--- src/rtl/parking_display_mux.sv ---
`default_nettype none
// ============================================================================
// Module   : parking_display_mux
// Brief    : Sequential binary-to-BCD conversion feeding a 4-digit multiplexed
//            seven-segment driver with leading-zero blanking and blinking.
// Revision : 1.0 - initial release
// ============================================================================
module parking_display_mux #(
    parameter int DIGITS = 4,
    parameter int VAL_W  = 14
) (
    input  logic              clk,
    input  logic              reset,
    input  logic              clk_500Hz,
    input  logic              clk_2Hz,
    input  logic [VAL_W-1:0]  value,
    input  logic              value_load,
    input  logic              blink_en,
    output logic [DIGITS-1:0] an,
    output logic [6:0]        seg,
    output logic              busy,
    output logic              ovf
);

    localparam int c_BCD_W   = 4 * DIGITS;
    localparam int c_IDX_W   = $clog2(DIGITS);
    localparam int c_CNT_W   = $clog2(VAL_W);
    localparam int c_MAX_VAL = 9999;
    localparam logic [c_CNT_W-1:0] c_LAST_CNT = c_CNT_W'(VAL_W - 1);
    localparam logic [VAL_W-1:0]   c_MAX_BIN  = VAL_W'(c_MAX_VAL);

    typedef enum logic [1:0] {
        S_IDLE  = 2'd0,
        S_SHIFT = 2'd1,
        S_DONE  = 2'd2
    } state_t;

    state_t r_state;
    state_t w_next;

    // Converter: BCD work nibbles sit above the binary operand in one shifter
    logic [c_BCD_W+VAL_W-1:0] r_shreg;
    logic [c_BCD_W-1:0]       w_adj;
    logic [c_CNT_W-1:0]       r_cnt;
    logic                     r_req;
    logic [VAL_W-1:0]         r_req_val;
    logic                     r_pending;
    logic                     r_busy;
    logic                     r_ovf;
    logic [c_BCD_W-1:0]       r_bcd;
    logic                     w_over;
    logic [VAL_W-1:0]         w_clamped;
    logic                     w_restart;
    logic                     w_load;

    // Scan and blink
    logic                     r_prev_500;
    logic                     r_prev_2;
    logic                     w_tick_500;
    logic                     w_tick_2;
    logic [c_IDX_W-1:0]       r_idx;
    logic [c_BCD_W-1:0]       r_view;
    logic                     r_scan_on;
    logic                     r_phase;
    logic [DIGITS-1:0]        r_an;
    logic [6:0]               r_seg;
    logic [c_IDX_W+1:0]       w_nib_sh;
    logic [3:0]               w_nib;
    logic                     w_blank;
    logic                     w_dark;
    logic [6:0]               w_seg_dec;

    assign w_tick_500 = clk_500Hz & ~r_prev_500;
    assign w_tick_2   = clk_2Hz & ~r_prev_2;

    assign w_over    = (r_req_val > c_MAX_BIN);
    assign w_clamped = w_over ? c_MAX_BIN : r_req_val;
    assign w_restart = r_pending | r_req;
    assign w_load    = ((r_state == S_IDLE) && r_req) ||
                       ((r_state == S_DONE) && w_restart);

    genvar gi;
    generate
        for (gi = 0; gi < DIGITS; gi++) begin : g_adj
            logic [3:0] w_n;
            assign w_n = r_shreg[VAL_W + 4*gi +: 4];
            assign w_adj[4*gi +: 4] = (w_n >= 4'd5) ? (w_n + 4'd3) : w_n;
        end
    endgenerate

    always_ff @(posedge clk) begin
        if (!reset) begin
            r_state <= S_IDLE;
        end else begin
            r_state <= w_next;
        end
    end

    always_comb begin
        w_next = r_state;
        case (r_state)
            S_IDLE:  if (r_req) w_next = S_SHIFT;
            S_SHIFT: if (r_cnt == c_LAST_CNT) w_next = S_DONE;
            S_DONE:  w_next = w_restart ? S_SHIFT : S_IDLE;
            default: w_next = S_IDLE;
        endcase
    end

    // value_load is registered first; that cycle is the capture step of the latency
    always_ff @(posedge clk) begin
        if (!reset) begin
            r_req     <= 1'b0;
            r_req_val <= '0;
            r_shreg   <= '0;
            r_cnt     <= '0;
            r_pending <= 1'b0;
            r_busy    <= 1'b0;
            r_ovf     <= 1'b0;
            r_bcd     <= '0;
        end else begin
            r_req <= value_load;
            if (value_load) begin
                r_req_val <= value;
            end
            if (w_load) begin
                r_shreg   <= {{c_BCD_W{1'b0}}, w_clamped};
                r_cnt     <= '0;
                r_pending <= 1'b0;
                r_busy    <= 1'b1;
                r_ovf     <= w_over;
            end else if (r_state == S_SHIFT) begin
                r_shreg <= {w_adj, r_shreg[VAL_W-1:0]} << 1;
                r_cnt   <= r_cnt + c_CNT_W'(1);
                if (r_req) begin
                    r_pending <= 1'b1;
                end
            end else if (r_state == S_DONE) begin
                r_busy <= 1'b0;
            end
            if (r_state == S_DONE) begin
                r_bcd <= r_shreg[c_BCD_W+VAL_W-1 -: c_BCD_W];
            end
        end
    end

    assign w_nib_sh = {r_idx, 2'b00};
    assign w_nib    = r_view[w_nib_sh +: 4];
    assign w_blank  = (r_idx != '0) && ((r_view >> w_nib_sh) == '0);
    assign w_dark   = !r_scan_on || r_phase || w_blank;

    always_comb begin
        w_seg_dec = 7'b1111111;
        case (w_nib)
            4'd0: w_seg_dec = 7'b1000000;
            4'd1: w_seg_dec = 7'b1111001;
            4'd2: w_seg_dec = 7'b0100100;
            4'd3: w_seg_dec = 7'b0110000;
            4'd4: w_seg_dec = 7'b0011001;
            4'd5: w_seg_dec = 7'b0010010;
            4'd6: w_seg_dec = 7'b0000010;
            4'd7: w_seg_dec = 7'b1111000;
            4'd8: w_seg_dec = 7'b0000000;
            4'd9: w_seg_dec = 7'b0010000;
            default: w_seg_dec = 7'b1111111;
        endcase
    end

    // The BCD snapshot is taken only on scan steps so a new result never forces a rescan
    always_ff @(posedge clk) begin
        if (!reset) begin
            r_prev_500 <= 1'b0;
            r_prev_2   <= 1'b0;
            r_idx      <= '0;
            r_view     <= '0;
            r_scan_on  <= 1'b0;
            r_phase    <= 1'b0;
            r_an       <= '1;
            r_seg      <= 7'b1111111;
        end else begin
            r_prev_500 <= clk_500Hz;
            r_prev_2   <= clk_2Hz;
            if (w_tick_500) begin
                r_idx     <= r_idx + c_IDX_W'(1);
                r_view    <= r_bcd;
                r_scan_on <= 1'b1;
            end
            if (!blink_en) begin
                r_phase <= 1'b0;
            end else if (w_tick_2) begin
                r_phase <= ~r_phase;
            end
            r_an  <= w_dark ? '1 : ~(DIGITS'(1) << r_idx);
            r_seg <= w_dark ? 7'b1111111 : w_seg_dec;
        end
    end

    assign an   = r_an;
    assign seg  = r_seg;
    assign busy = r_busy;
    assign ovf  = r_ovf;

endmodule
`default_nettype wire

--- config.mk ---
export PLATFORM = sky130hd
export DESIGN_NAME = parking_display_mux
export DESIGN_NICKNAME = d
export VERILOG_FILES = /design/src/rtl/parking_display_mux.sv
export SDC_FILE = /design/constraint.sdc
export NUM_CORES = 1
export LEC_CHECK = 0
export CORE_AREA = 2 2 115 117
export CTS_CLUSTER_DIAMETER = 150
export DETAILED_ROUTE_END_ITERATION = 7
export DIE_AREA = 0 0 117 119
export GPL_TIMING_DRIVEN = 0
export SYNTH_ARGS = -nofsm -noshare
export SYNTH_HDL_FRONTEND = slang
export SYNTH_SLANG_ARGS = --single-unit
--- constraint.sdc ---
create_clock -name clk -period 2.56 [get_ports clk]
set_input_delay 0.256 -clock clk [delete_from_list [all_inputs] [get_ports clk]]
set_output_delay 0.256 -clock clk [all_outputs]
set_load 0.03 [all_outputs]
# Word level (Yosys, flattened, before mapping)
# Memory sizes are Yosys's and may differ from the RTL's. A register that Yosys moved wholly into a read port is not among the register bits.
# Cells that the tools add are included.
# word_totals
register_bits	96
latch_bits	0
ramBits	0
rom_bits	112
out_inout_bits	13
elab_cells	78
n_memories	1
# memory_table
memory	words	width	read_ports	rd_clocked_by_memory_dff	write_ports	line_no	rtl
(name not given)	16	7	1	1	0	153	case (w_nib)
# classes
n_addsub	6
mul	0
n_div	0
order_cmp	5
n_eq_ne	6
shift	3
mux	14
bitwise	8
n_reduce_logical	18
# ops
cell	n
$mux W14	3
$ge A4 B3 Y1 const B	4
$logic_not A16 Y1	1
$shiftx A16 B5 Y4	1
$shr A16 B4 Y16	1
$gt A14 B14 Y1 const B	1
$add A4 B2 Y4 const B	3
$mux W4	3
$reduce_and A2 Y1	4
$ne A2 B2 Y1 const B	3
$pmux W2 S3	1
$reduce_bool A2 Y1	3
$add A4 B1 Y4 const B	1
$eq A4 B4 Y1 const B	1
$mux W1	4
$mux W2	2
$not A1 Y1	4
$not A4 Y4	1
$reduce_or A2 Y1	2
$shl A1 B2 Y4 const A	1
$add A3 B2 Y3 const B	1
$logic_and A1 B1 Y1	3
$logic_or A1 B1 Y1	3
$mux W3	1
other kinds (7)	8

# Longest topological paths before layout
# Gate-level depths: netlist of the first run.
# depth
word_depth	5
mapped_depth	8

# Least setup slack after synthesis of the first run
# No wires, ideal clock.
# synth_path
kind	reg-to-reg
startpoint	register r_idx[0]
endpoint	register r_seg[0], in the netlist seg[0]
setup_time_ps	74
arrival_time_ps	2162
required_time_ps	2486
path_slack_ps	324
path_stages_with_launch	9
synth_period_minus_slack_ps	2236
path_cell_list	dfxtp_1 buf_6 mux4_1 inv_1 ha_1 or4b_1 a211oi_1 nor3_2 o21ai_0
# synth_via
elab_chain_len	5
word_cells_on_any_way	7
# synth_lines
item	line_no	rtl
start, declared	61	logic [c_IDX_W-1:0] r_idx;
start signal, assigned	183	r_idx <= r_idx + c_IDX_W'(1);
$shr A16 B4 Y16	148	assign w_blank = (r_idx != '0) && ((r_view >> w_nib_sh) == '0);
$logic_not A16 Y1	148	
$logic_and A1 B1 Y1	148	
$logic_or A1 B1 Y1	149	assign w_dark = !r_scan_on || r_phase || w_blank;
$reduce_or A2 Y1 (no source line)	n/a	
end, declared	66	logic [6:0] r_seg;
# Parallel ways exist; a longest one is shown, timed or not.
# A chain may end at the register's enable or synchronous reset.

# Worst setup path after layout of the first run
# layout_path
startpoint	register r_idx[0]
endpoint	register r_seg[4], in the netlist seg[4]
# Same word-level chain as after synthesis.

==> impl_metrics.tcl, run 1 <==
set metrics [dict create \
    firstDrtPassIters 4 \
    gp_congestion 0.7777 \
    min_to "r_req_val[1]" \
    dieHeight_um 119 \
    worstPathArrival_ns 2.72 \
    crit_type "register to register" \
    die_width_um 117 \
    p_int_mw 2.543 \
    synth.distinct_cells 39 \
    seq_power_share_pct 50.6 \
    cts_inserted_buffers 9 \
    status "complete, no violations" \
    antenna_found_initial 0 \
    drt_iter0_drc 250 \
    hold_ws_ns 0.3604 \
    r2r_slack_ns 0.12 \
    end_kind "register" \
    track_usage_pct 14.33 \
    dieArea_um2 13920 \
    multi_input_area_um2 2062 \
    io_buffer_count 31 \
    n_fill_cell 1277 \
    syn_area_per_cell_um2 8.448 \
    setup_viol 0 \
    grt_max_degree 17 \
    critPathTopFamily "simple AND/OR/NAND/NOR gates" \
    min_period_ns 2.444 \
    worstMarginPinSlew_ns 0.6232 \
    htreeDepth 3 \
    yosys.area.top_type "dfxtp_1" \
    grt_pass1_vias 3445 \
    wl_per_cell_um 12.86 \
    r2r_start "r_idx[0]" \
    vdd_drop_max_mv 0.4243 \
    fin_crit_sh_pct 95.48 \
    drv_cap 0 \
    routed_wirelength_um 9440 \
    overflow 0 \
    startpoint_type "register" \
    final-hold-violation-count 0 \
    cp_data_required_time_ns 2.83 \
    synth_nets 551 \
    power.share.clock_pct 41.4 \
    slew_violations 0 \
    io_pins 33 \
    area_growth_pct 19.18 \
    place_area_um2 4856 \
    syn_area_um2 4325 \
    coreArea_um2 12870 \
    antenna_cells 0 \
    ys_ff_latch 103 \
    register_area_um2 2062 \
    synth.area.top_cells "dfxtp_1 (48%), nand2_1 (9.5%), a21oi_1 (8.0%)" \
    syn-instance-count 512 \
    comb_power_share_pct 7.9 \
    worstReg2RegEnd "seg[4]" \
    cts_tree "done" \
    num_rows 42 \
    min_path_type "primary input to register" \
    cts_buffer_depth 2 \
    ff2ff_path_depth 8 \
    yosys_warnings 0 \
    p_leak_nw 1.873 \
    route.detailed.drc 0 \
    via_per_inst 4.756 \
    p_per_area_nw_per_um2 643.7 \
    finalClockSkew_ns 0.007489 \
    ant_nets 0 \
    rsz0062_at_grt "no" \
    ys_seq_area_share_pct 47.67 \
    slew_headroom_pct 58.30 \
    slowest_stage "mux4_2" \
    clkLatencyLatePin_ns 0.34 \
    final_common_cell "nand2_1" \
    dp_hpwl_um 7062 \
    crit_chain "buf_6, mux4_2, inv_1, ha_1, or4b_1, a211oi_2, nor3_2, o21ai_1" \
    p_sw_mw 0.7755 \
    crit_fanout 10 \
    power_mw 3.318 \
    holdPathStages 3 \
    setup_tns_ns 0 \
    min_from "value_load" \
    crit_buf_inv 2 \
    synth_top_area_share_pct 47.67 \
    vias 3491 \
    clock_sinks 103 \
    cts.reportedPaths.clkPinSlew_ns 0.07 \
    final_nets 593 \
    clockRootBuffer "clkbuf_16" \
    final_cell_mix "nand2_1 (109), dfxtp_1 (103), a21oi_1 (69)" \
    swShare_pct 23.37 \
    cp_slowest_stage_delay_ns 0.57 \
    grt_pass1_wl_um 16100 \
    clock.fmax_mhz 409.1 \
    drive_gt1_share_pct 6.272 \
    start_util_pct 33.60 \
    fin_area_um2 5155 \
]
-- flip-flops by register name (all words and copies together) (netlist names), 2 cells and up --
| name | count |
|---|---|
| r_shreg | 30 |
| r_bcd | 16 |
| an | 4 |
| r_req_val | 14 |
| r_view | 16 |
| r_state | 2 |
| r_idx | 2 |
| r_cnt | 4 |
| seg | 7 |
-- worst min-delay path, cell delays in order --
cell and delay (ns):
clkbuf_1 0.18, mux2i_1 0.16, nor2_1 0.07
-- synthesized netlist by cell type (all sizes together) --
library cell	n
nand4	1
ha	19
or4b	1
nand2	109
xnor2	7
nand3	9
nor3b	1
o22ai	2
and3	3
or2	2
inv	14
dfxtp	103
mux2	1
buf	14
nand2b	8
xor2	6
nor3	5
a311oi	1
a31oi	5
and2	6
a211oi	5
mux2i	17
mux4	3
nor2	39
a22oi	5
nor2b	4
clkinv	1
nor4	4
a21oi	69
a221oi	1
o21ai	30
clkbuf	17
-- power groups by stage --
stage,Sequential [mW],Combinational [mW],Clock (mW)
finish,1.68,0.263,1.38
CTS,1.68,0.266,1.39
floorplan,1.72,0.152,0
global route,1.68,0.293,1.46
detailed placement,1.72,0.263,0
global placement,1.71,0.258,0
-- kinds of logic (layout without fill, tap and decap cells) --
logic type,Yosys count,in the layout,share of synthesized area [%]
simple gates,192,192,19.06
compound gates,118,118,14.61
flops,103,103,47.67
buf+inv,46,92,4.686
mux,21,21,5.843
fa+ha+maj,19,19,5.496
xor+xnor,13,13,2.632
-- worst max path at each step --
| stage | cells after the start | slack (ns) | from | to |
|---|---|---|---|---|
| global route | 8 | 0.03 | r_idx[0] | seg[5] |
| floorplan | 8 | 0.32 | r_idx[0] | seg[0] |
| global placement | 8 | 0.05 | r_idx[0] | seg[4] |
| detailed placement | 8 | 0.02 | r_idx[0] | seg[4] |
| finish | 8 | 0.12 | r_idx[0] | seg[4] |
| CTS | 8 | 0.09 | r_idx[0] | seg[4] |
-- metrics by stage --
stage                     instances  util, %  worst slack, ns
after floorplan                 512        -           0.3235
after global placement          719    37.72          0.05068
after detailed placement        719    37.72          0.02191
after CTS                       734    40.07          0.08640
after global routing            734    40.04          0.02670
final                           734    40.04           0.1156
-- layer usage --
metal	track usage [%]	share of wire (%)	vias up	routed length (um)
met5	0	0	-	0
met3	3.359	3.9	9	365
met4	3.971	1.2	0	117
li1	-	-	1793	-
met1	17.72	46	1610	4316
met2	24.67	49	79	4640
-- layout make-up --
| type | instances | share of cell area (%) |
|---|---|---|
| sequential | 103 | 40.00 |
| multi-input combinational | 363 | 40.00 |
| timing repair buffer | 31 | 6.019 |
| clock buffer | 11 | 4.709 |
| tap | 176 | 4.272 |
| buffer | 31 | 2.840 |
| inverter | 15 | 1.092 |
| clock inverter | 4 | 1.068 |
-- repair_timing --
item / 4_1_cts / 5_1_grt
setup buffers: 0 / 0
pin swaps: 0 / 0
setup endpoints to repair: 1 / 3
resized for setup: 1 / 1
hold buffers: 0 / 0
endpoints found under the hold margin: 0 / 0
(Power assumes the default switching activity.)
==> inputs of run 2 (changes only) <==
--- a/config.mk
+++ b/config.mk
@@ -10,6 +10,7 @@
 export DETAILED_ROUTE_END_ITERATION = 7
 export DIE_AREA = 0 0 117 119
 export GPL_TIMING_DRIVEN = 0
+export SETUP_SLACK_MARGIN = 0.4
 export SYNTH_ARGS = -nofsm -noshare
 export SYNTH_HDL_FRONTEND = slang
 export SYNTH_SLANG_ARGS = --single-unit
==> constraint.sdc (replaced) <==
create_clock -name clk -period 3.1 [get_ports clk]
set_input_delay 0.31 -clock clk [delete_from_list [all_inputs] [get_ports clk]]
set_output_delay 0.31 -clock clk [all_outputs]
set_load 0.03 [all_outputs]
==> run 2 against run 1 <==
Compared with the run above: via count decreased by 0.34%; clock power decreased by 18%; sequential share of layout area about the same; setup slack improved by 0.45 ns; die area unchanged; flip-flop and latch count unchanged; hold slack improved by 0.056 ns; clock-buffer cell count unchanged; final cell count unchanged; final area about the same; largest power group unchanged; combinational power decreased by 18%; highest routed layer unchanged.
==> impl_metrics.tcl, run 2 (same netlist as run 1, synthesis figures left out) <==
set metrics [dict create \
    die_width_um 117 \
    cp_data_required_time_ns 3.37 \
    wl_per_cell_um 12.84 \
    io_buffer_count 31 \
    final_nets 593 \
    ff2ff_path_depth 8 \
    cts.reportedPaths.clkPinSlew_ns 0.07 \
    worstReg2RegEnd "seg[4]" \
    r2r_start "r_idx[0]" \
    min_path_type "primary input to register" \
    vdd_drop_max_mv 0.3491 \
    cts_hold_buf 0 \
    dieHeight_um 119 \
    top_regs "r_shreg: 30 flops, r_bcd: 16 flops, r_view: 16 flops" \
    slew_headroom_pct 57.04 \
    grt_max_degree 17 \
    p_leak_nw 1.879 \
    final_common_cell "nand2_1" \
    via_per_inst 4.740 \
    start_util_pct 33.60 \
    cts_resized 0 \
    crit_cells 8 \
    num_rows 42 \
    crit_buf_inv 2 \
    route.detailed.drc 0 \
    min_from "value_load" \
    cp_slowest_stage_delay_ns 0.64 \
    n_fill_cell 1279 \
    crit_fanout 10 \
    vias 3479 \
    drv_cap 0 \
    fin_crit_sh_pct 81.90 \
    p_per_area_nw_per_um2 531.0 \
    post_cts_buffers 0 \
    area_growth_pct 19.15 \
    largest_register_ffs 30 \
    crit_chain "buf_6, mux4_1, inv_1, ha_1, or4b_1, a211oi_1, nor3_2, o21ai_1" \
    hold_ws_ns 0.4160 \
    track_usage_pct 14.32 \
    min_period_ns 2.539 \
    worstPathArrival_ns 2.81 \
    setup_tns_ns 0 \
    clock_sinks 103 \
    startpoint_type "register" \
    cts_inserted_buffers 9 \
    cts_buffer_depth 2 \
    worstMarginPinSlew_ns 0.6421 \
    cp-startpoint "r_idx[0]" \
    cp-endpoint "seg[4]" \
    drt_iter0_drc 257 \
    top_register "r_shreg" \
    drive_gt1_share_pct 5.914 \
    ant_nets 0 \
    cts_tree "done" \
    multi_input_area_um2 2061 \
    register_area_um2 2062 \
    final_cell_mix "nand2_1 (109), dfxtp_1 (103), a21oi_1 (69)" \
    grt_pass1_vias 3445 \
    crit_type "register to register" \
    grt_pass1_wl_um 16080 \
    antenna_found_initial 0 \
    final-hold-violation-count 0 \
    gp_congestion 0.7777 \
    clock.fmax_mhz 393.9 \
    critPathTopFamily "multiplexers" \
    slew_violations 0 \
    clkLatencyLatePin_ns 0.34 \
    dieArea_um2 13920 \
    routed_wirelength_um 9425 \
    io_pins 33 \
    r2r_slack_ns 0.56 \
    antenna_cells 0 \
    end_kind "register" \
    rsz0062_at_grt "no" \
    htreeDepth 3 \
    clockRootBuffer "clkbuf_16" \
    status "complete, no violations" \
    finalClockSkew_ns 0.006684 \
    firstDrtPassIters 4 \
    slowest_stage "mux4_1" \
    coreArea_um2 12870 \
    overflow 0 \
    setup_viol 0 \
    dp_hpwl_um 7062 \
]
run 2: cell counts in the layout (fill, tap and decap cells not counted):
No cell type changed its count.
run 2: metal layers:
layer / wire [um] / up-vias / share of wire [%] / global-route usage (%)
met1: 4363 / 1610 / 46 / 17.69
met5: 0 / - / 0 / 0
met3: 315 / 8 / 3.3 / 3.359
met4: 112 / 0 / 1.2 / 3.971
met2: 4634 / 69 / 49 / 24.67
li1: - / 1792 / - / -
run 2: worst min path at each step:
| stage | slack (ns) | endpoint | depth (start not counted) |
|---|---|---|---|
| final | 0.42 | r_req_val[1] | 3 |
| after global routing | 0.45 | r_req_val[1] | 3 |
| after floorplan | 0.43 | r_prev_2 | 1 |
| after detailed placement | 0.45 | r_bcd[13] | 2 |
| after global placement | 0.45 | r_view[0] | 2 |
| after CTS | 0.42 | r_req_val[1] | 3 |
run 2: stage by stage:
step                instance area [um^2]  total power [mW]  utilization [%]  instances  setup WS [ns]
global placement                    4856             1.629            37.72        719         0.5907
detailed placement                  4856             1.634            37.72        719         0.5619
finish                              5154             2.737            40.03        734         0.5612
CTS                                 5154             2.756            40.03        734         0.5351
global route                        5154             2.838            40.03        734         0.4066
floorplan                           4325             1.550                -        512         0.8635
run 2: worst reg2reg max path, stage by stage (launching register included):
cell      delay [ns]
dfxtp_1         0.37
buf_6           0.15
mux4_1          0.64
inv_1           0.14
ha_1            0.18
or4b_1          0.43
a211oi_1        0.29
nor3_2          0.16
o21ai_1         0.11
run 2: final cells by class:
type                    count  share of cell area [%]
plain buffers              31                   2.840
clock buffers              11                   4.710
clock inverters             4                   1.068
inverters                  15                   1.092
multi-input cells         363                   39.99
flip-flops and latches    103                   40.01
well taps                 176                   4.273
repair buffers             31                   6.021
run 2: where the power goes:
group          total, mW  leakage [nW]  internal (mW)  switching [mW]
combinational      0.216         0.899         0.0887           0.128
clock               1.13         0.142          0.648           0.485
sequential          1.39         0.838           1.36          0.0251
total               2.74          1.88           2.10           0.637
